[src/rtl/capture_pkg.sv]
// Shared types and helpers for the capture sequencer.
package capture_pkg;

  typedef enum logic [2:0] {
    IDLE  = 3'd0,
    FILL  = 3'd1,
    ARMED = 3'd2,
    POST  = 3'd3,
    DONE  = 3'd4
  } cap_state_t;

  function automatic int unsigned depth_of(input int unsigned addr_w);
    return 32'(1) << addr_w;
  endfunction

endpackage

[src/rtl/trig_combine.sv]
// Combines per-channel trigger outputs into one fire strobe (all-of or any-of).
module trig_combine #(
  parameter int unsigned NUM_CH = 5
) (
  input  logic [NUM_CH-1:0] i_ch_trig,
  input  logic              i_trig_and,
  output logic              o_fire
);

  assign o_fire = i_trig_and ? (&i_ch_trig) : (|i_ch_trig);

endmodule

[src/rtl/capture_ctrl.sv]
// Capture sequencer: fills pre-trigger history, waits for the combined trigger,
// records a fixed number of post-trigger samples into a circular sample RAM.
module capture_ctrl
  import capture_pkg::*;
#(
  parameter int unsigned ADDR_W = 9,
  parameter int unsigned NUM_CH = 5
) (
  input  logic              clk,
  input  logic              rst,
  input  logic              start,
  input  logic              clr_done,
  input  logic              smpl_en,
  input  logic [NUM_CH-1:0] ch_trig,
  input  logic              trig_and,
  input  logic [ADDR_W-1:0] trig_pos,
  output logic              set_armed,
  output logic              we,
  output logic [ADDR_W-1:0] waddr,
  output logic              triggered,
  output logic              capture_done,
  output logic [ADDR_W-1:0] trig_addr
);

  localparam int unsigned DEPTH = depth_of(ADDR_W);

  cap_state_t        r_state;
  cap_state_t        w_next_state;
  logic [ADDR_W-1:0] r_trig_pos;
  logic [ADDR_W-1:0] r_fill_cnt;
  logic [ADDR_W-1:0] r_post_cnt;
  logic [ADDR_W-1:0] r_waddr;
  logic [ADDR_W-1:0] r_trig_addr;
  logic              r_set_armed;
  logic              r_triggered;
  logic              r_capture_done;

  logic              w_fire;
  logic              w_we;
  logic              w_trig_hit;
  logic [ADDR_W-1:0] w_pre_target;
  logic [ADDR_W-1:0] w_pre_target_start;

  trig_combine #(
    .NUM_CH (NUM_CH)
  ) u_trig_combine (
    .i_ch_trig  (ch_trig),
    .i_trig_and (trig_and),
    .o_fire     (w_fire)
  );

  // Pre-trigger history length; the start-cycle copy uses the live trig_pos.
  assign w_pre_target       = ADDR_W'(DEPTH - 1) - r_trig_pos;
  assign w_pre_target_start = ADDR_W'(DEPTH - 1) - trig_pos;

  always_ff @(posedge clk) begin
    if (rst) begin
      r_state <= IDLE;
    end else begin
      r_state <= w_next_state;
    end
  end

  always_comb begin
    w_next_state = r_state;
    if (start) begin
      w_next_state = (w_pre_target_start != '0) ? FILL : ARMED;
    end else begin
      case (r_state)
        IDLE: w_next_state = IDLE;
        FILL: begin
          if (smpl_en && ((r_fill_cnt + ADDR_W'(1)) == w_pre_target)) begin
            w_next_state = ARMED;
          end
        end
        ARMED: begin
          if (smpl_en && w_fire) begin
            w_next_state = (r_trig_pos == '0) ? DONE : POST;
          end
        end
        POST: begin
          if (smpl_en && ((r_post_cnt + ADDR_W'(1)) == r_trig_pos)) begin
            w_next_state = DONE;
          end
        end
        DONE: begin
          if (clr_done) begin
            w_next_state = IDLE;
          end
        end
        default: w_next_state = IDLE;
      endcase
    end
  end

  always_comb begin
    w_we       = 1'b0;
    w_trig_hit = 1'b0;
    case (r_state)
      FILL, POST: w_we = smpl_en && !rst;
      ARMED: begin
        w_we       = smpl_en && !rst;
        w_trig_hit = smpl_en && w_fire && !start;
      end
      default: begin
        w_we       = 1'b0;
        w_trig_hit = 1'b0;
      end
    endcase
  end

  // Counters, write pointer and registered status flags.
  always_ff @(posedge clk) begin
    if (rst) begin
      r_trig_pos     <= '0;
      r_fill_cnt     <= '0;
      r_post_cnt     <= '0;
      r_waddr        <= '0;
      r_trig_addr    <= '0;
      r_set_armed    <= 1'b0;
      r_triggered    <= 1'b0;
      r_capture_done <= 1'b0;
    end else if (start) begin
      r_trig_pos     <= trig_pos;
      r_fill_cnt     <= '0;
      r_post_cnt     <= '0;
      r_waddr        <= '0;
      r_set_armed    <= 1'b0;
      r_triggered    <= 1'b0;
      r_capture_done <= 1'b0;
    end else begin
      r_set_armed <= (r_state == ARMED) || (r_state == POST);
      if (w_we) begin
        r_waddr <= r_waddr + ADDR_W'(1);
      end
      if ((r_state == FILL) && smpl_en) begin
        r_fill_cnt <= r_fill_cnt + ADDR_W'(1);
      end
      if (w_trig_hit) begin
        r_trig_addr <= r_waddr;
        r_triggered <= 1'b1;
        r_post_cnt  <= '0;
      end else if ((r_state == POST) && smpl_en) begin
        r_post_cnt <= r_post_cnt + ADDR_W'(1);
      end
      if ((r_state != DONE) && (w_next_state == DONE)) begin
        r_capture_done <= 1'b1;
      end else if ((r_state == DONE) && clr_done) begin
        r_capture_done <= 1'b0;
      end
    end
  end

  assign we           = w_we;
  assign waddr        = r_waddr;
  assign set_armed    = r_set_armed;
  assign triggered    = r_triggered;
  assign capture_done = r_capture_done;
  assign trig_addr    = r_trig_addr;

endmodule

[config.mk]
export PLATFORM = sky130hd
export DESIGN_NAME = capture_ctrl
export DESIGN_NICKNAME = d
export VERILOG_FILES = /design/src/rtl/capture_pkg.sv /design/src/rtl/trig_combine.sv /design/src/rtl/capture_ctrl.sv
export SDC_FILE = /design/constraint.sdc
export NUM_CORES = 1
export LEC_CHECK = 0
export CELL_PAD_IN_SITES_DETAIL_PLACEMENT = 1
export CELL_PAD_IN_SITES_GLOBAL_PLACEMENT = 1
export CORE_MARGIN = 2
export CORE_UTILIZATION = 30
export CTS_CLUSTER_SIZE = 28
export DETAILED_ROUTE_END_ITERATION = 8
export GPL_TIMING_DRIVEN = 0
export PLACE_DENSITY_LB_ADDON = 0.1
export SLEW_MARGIN = 20
export SYNTH_ARGS = -nofsm -noshare
export SYNTH_HDL_FRONTEND = slang
export SYNTH_SLANG_ARGS = --single-unit
[constraint.sdc]
create_clock -name clk -period 3.5 [get_ports clk]
set_input_delay 0.7 -clock clk [delete_from_list [all_inputs] [get_ports clk]]
set_output_delay 0.7 -clock clk [all_outputs]
set_load 0.02 [all_outputs]
### Word-level counts from Yosys, hierarchy flattened

Cells that the tools add are included.

| operators by class | value |
|---|---|
| muxes and demuxes | 13 |
| multipliers | 0 |
| order comparisons | 0 |
| shift operators | 0 |
| divide/modulo/power cells | 0 |
| bitwise gates (word level) | 1 |
| reductions and logical operators | 21 |
| eq/ne operators | 8 |
| $add $sub $neg | 5 |

Operators by type and width:

| operator | count |
|---|---|
| 9-bit by 1-bit adder with 9-bit output, second input constant | 3 |
| 9-bit equality test | 2 |
| 3-bit 2-to-1 mux | 6 |
| 9-bit subtractor, first input constant | 2 |
| 3-bit one-hot mux with 4 select lines | 1 |
| 1-bit logical AND | 9 |
| 9-bit zero test | 1 |
| 9-bit nonzero test | 1 |
| 3-bit by 2-bit equality test with 1-bit output, second input constant | 2 |
| 3-bit equality test, second input constant | 2 |
| 3-bit OR reduction | 2 |
| 1-bit 2-to-1 mux | 5 |
| 5-bit AND reduction | 1 |
| 5-bit OR reduction | 1 |
| 3-bit by 1-bit equality test with 1-bit output, second input constant | 1 |
| 3-bit inequality test, second input constant | 1 |
| 1-bit zero test | 2 |
| 2-bit 2-to-1 mux | 1 |
| 2-bit AND reduction | 1 |
| 2-bit nonzero test | 1 |
| 2-bit OR reduction | 1 |
| 1-bit logical OR | 1 |
| 1-bit inverter | 1 |

| storage, ports and cells | value |
|---|---|
| memory bits (read-only) | 0 |
| bits in writable memories | 0 |
| latch bits | 0 |
| input bits | 20 |
| memories | 0 |
| bits in registers | 51 |

### Logic depth before layout (Yosys ltp)

| depth | value |
|---|---|
| depth after elaboration | 9 |
| gate-level depth with buffers | 8 |

### Cells and area by module

From an unflattened synthesis, not the netlist that was laid out.

| unflattened totals | value |
|---|---|
| cells, all modules | 304 |
| area, all modules | 2681.3 um^2 |

Modules (own cells, without submodules):

| module | area each (um^2) | sequential area each (um^2) | cells an instance | times used |
|---|---|---|---|---|
| capture_ctrl | 2650.0 | 1021.0 | 300 | 1 |
| trig_combine | 31.3 | 0.0 | 4 | 1 |

### Least setup slack after synthesis

Ideal clock, no wire load.

| path | value |
|---|---|
| path kind | input -> register |
| start point | input port smpl_en |
| end point | register r_waddr[7], in the netlist waddr[7] |
| arrival | 2657 ps |
| path slack | 772 ps |
| cell stages on the path | 5 |
| cell sequence | clkbuf_1 nor4b_1 nand4_1 or3_1 a21oi_1 |

| between the ends | value |
|---|---|
| longest elaborated chain between the ends | 2 |

RTL lines:

| element | line | text |
|---|---|---|
| start: declaration | capture_ctrl.sv:13 | `input logic smpl_en,` |
| 1-bit logical AND | capture_ctrl.sv:100, capture_ctrl.sv:102 |  |
| 1-bit 2-to-1 mux | -- |  |
| named net we | capture_ctrl.sv:18 | `output logic we,` |
| end signal: assignment | capture_ctrl.sv:134 | `r_waddr <= r_waddr + ADDR_W'(1);` |
| end: declaration | capture_ctrl.sv:32 | `logic [ADDR_W-1:0] r_waddr;` |

The timed path passes the listed nets, and every way through them passes these cells.
A chain may end at the register's enable or synchronous reset.

### Worst setup path in the final report

| path | value |
|---|---|
| start point | input port smpl_en |
| end point | output port we |

| between the ends | value |
|---|---|
| longest elaborated chain between the ends | 2 |

RTL lines:

| element | line |
|---|---|
| 1-bit logical AND | capture_ctrl.sv:100, capture_ctrl.sv:102 |
| 1-bit 2-to-1 mux | -- |
| end: declaration | capture_ctrl.sv:18 |

Every way passes these cells.

==> flow_summary.yaml <==
status:
  status: "completed"
synth:
  ys_warn_count: 0
  synth_seq_area_share_pct: 38.49
  syn_area_per_cell_um2: 8.475
  synth.distinct_cells: 45
  synth_edf_count: 0
  synth_flop_cell: "dfxtp_1"
  ys_ff_latch: 51
  syn_nets: 336
  synth.cell_area_mm2: 0.002653
  synthCells: 313
  synthArstFlopShare_pct: 0
setup_path:
  critical_path_class: "in2out"
  worstPathRequired_ns: 2.80
  arrival_ns: 2.65
  ff2ff_path_depth: 7
  start_kind: "primary input"
  worstSetupStartpoint: "smpl_en"
  r2r_slack_ns: 0.79
  r2r-end: "r_state[1]"
  cp_max_fo: 10
  regToRegStartpoint: "r_post_cnt[0]"
  endpoint_kind: "primary output"
floorplan:
  die_x_um: 98.03
  dieArea_mm2: 0.009610
  dieHeight_um: 98.03
  row_count: 34
  core_mm2: 0.008636
  pin_count: 42
  start_util_pct: 30.72
place:
  dp_cells: 462
  placed_area_mm2: 0.003198
  place_congestion: 0.7487
  place_hpwl_um: 5713
  portBuffers: 41
grt:
  grt_pass1_vias: 2452
  grt_use_met2_pct: 26.92
  grt_first_pass_wirelength_um: 12340
  use_met3_pct: 3.436
  overflow: 0
  use_met1_pct: 20.96
  grt_max_degree: 18
  busiest_layer: "met2"
  antenna_found_initial: 0
  grtUsageTotal_pct: 16.04
clock_network:
  cts_inserted_buffers: 5
  worstSkewPairLatency_ns: 0.32
  cts_tree: "done"
  h-tree-depth: 2
  clockBufferDepth: 2
  postCtsSetupBuffers: 0
  cts.sinks: 51
  cts_root_buffer: "clkbuf_8"
  ctsResizeCount: 2
  clkTransAtPathRegs_ns: 0.10
  cts_hold_buf: 0
routing:
  ant_nets: 0
  wirelength_um: 7497
  drc: 0
  via_count: 2374
  dr.first_iter.drc_count: 49
  wire_per_inst_um: 15.95
  vias_per_cell: 5.051
  drtPass1Iterations: 4
sta:
  period_share_pct: 95.82
  slew_headroom_pct: 49.76
  rsz0062_at_grt: "false"
  skew_ns: 0.009753
  maxSlewViolCount: 0
  hold_viol: 0
  setup_viol: 0
  fmax_mhz: 298.2
  worst_pin_slew_ns: 0.7535
  hold_ws_ns: 0.4566
  layout_min_cycle_time_ns: 3.354
cells_and_area:
  layout-drive-gt1-share_pct: 5.801
  fin_cells: 470
  area_growth_pct: 25.47
  antennaDiodeCount: 0
  final_area_mm2: 0.003328
  post-route-util_pct: 38.54
  nets: 384
min_path:
  hp-class: "reg2reg"
  hold_depth: 2
  hold_end: "triggered"
  hp-start: "triggered"
flow_run:
  max_cap_violations: 0
power:
  powerDensity_mw_per_mm2: 344.5
  ir_worst_vdd_uv: 150.7
  p_total_mw: 1.146
  leakage_nw: 1.183
## final cells by class
cell class | instances | area, um2
plain buffers | 11 | 65.06
clock buffers | 5 | 68.82
clock inverters | 3 | 46.29
fillers | 1022 | 5308
inverters | 6 | 22.52
multi-input cells | 245 | 1559
flip-flops and latches | 51 | 1021
well taps | 108 | 135.1
repair buffers | 41 | 410.4
## layout by cell type, fill, tap and decap left out, drive strengths merged, types with 2 or more instances in the layout
cell | Yosys | layout
nor2 | 53 | 53
dfxtp | 51 | 51
clkdlybuf4s50 | 0 | 41
nand2 | 26 | 26
xnor2 | 26 | 26
mux2i | 18 | 18
xor2 | 17 | 17
a21oi | 15 | 15
clkbuf | 9 | 14
nand3 | 13 | 13
o21ai | 10 | 10
nand4 | 9 | 9
inv | 6 | 7
or3 | 7 | 7
nor4 | 4 | 4
or2 | 4 | 4
nor3 | 4 | 4
and4 | 4 | 4
nor2b | 3 | 3
nor3b | 3 | 3
and3 | 3 | 3
ha | 3 | 3
nand2b | 2 | 2
nand3b | 2 | 2
or4 | 2 | 2
o31ai | 2 | 2
a31oi | 2 | 2
buf | 2 | 2
a211oi | 2 | 2
## cells in the mapped netlist (2+ instances only)
cell      instances  area, um2
nor2_1           53      198.9
dfxtp_1          51       1021
nand2_1          26      97.59
xnor2_1          26      227.7
mux2i_1          18      180.2
xor2_1           17      148.9
a21oi_1          15      75.07
nand3_1          13      65.06
o21ai_0          10      50.05
nand4_1           8      50.05
clkbuf_1          7      26.28
inv_1             6      22.52
or3_1             6      37.54
nor3_1            4      20.02
nor4_1            4      25.02
or2_2             4      25.02
and3_1            3      18.77
and4_1            3      26.28
ha_1              3      37.54
nor2b_1           3      18.77
nor3b_1           3      22.52
a31oi_1           2      12.51
clkbuf_8          2      27.53
nand2b_1          2      12.51
nand3b_1          2      15.01
o31ai_1           2      15.01
or4_1             2      15.01
## power breakdown
part | total (mW) | switching (mW) | leakage (nW) | internal [mW]
registers | 0.600 | 0.0118 | 0.413 | 0.588
logic | 0.107 | 0.0543 | 0.716 | 0.0524
clock network | 0.440 | 0.224 | 0.0548 | 0.216
total | 1.15 | 0.290 | 1.18 | 0.856
## metrics by stage
stage	setup WS, ns	setup TNS, ns
finish	0.1462	0
detailed placement	-0.3262	-0.3262
global route	0.02990	0
floorplan	0.7723	0
CTS	0.1337	0
global placement	-0.3218	-0.3218
## state kept, by name, summed over array words and instances, names as in the netlist
name and cells:
r_fill_cnt 9, waddr 9, set_armed 1, trig_addr 9
r_trig_pos 9, triggered 1, capture_done 1, r_post_cnt 9
r_state 3
## layer usage
metal | routed length [um] | part of all wire [%]
met2 | 3618 | 48
met5 | 0 | 0
met1 | 3546 | 47
met3 | 246 | 3.3
met4 | 86 | 1.1
## worst max-delay path: stages
cell and delay (ns):
clkdlybuf4s50_1 0.49, clkbuf_1 0.34, nor4b_4 0.43, clkdlybuf4s50_1 0.69
## worst max-delay path by stage
stage / endpoint / cells past startpoint
2_1_floorplan: waddr[7] / 5
3_3_place_gp: we / 4
3_5_place_dp: we / 4
4_1_cts: we / 4
5_1_grt: we / 4
6_report: we / 4
## logic make-up after synthesis
logic type                 count (synthesis)  synth area share, %
adders and majority gates                  3                1.415
muxes                                     18                6.792
DFF                                       51                38.49
buffers and inverters                     17                3.302
AOI/OAI and AO/OA                         38                8.774
and+or+nand+nor                          143                27.03
xor gates and xnor gates                  43                14.20
Power figures use the tool's default switching activity.
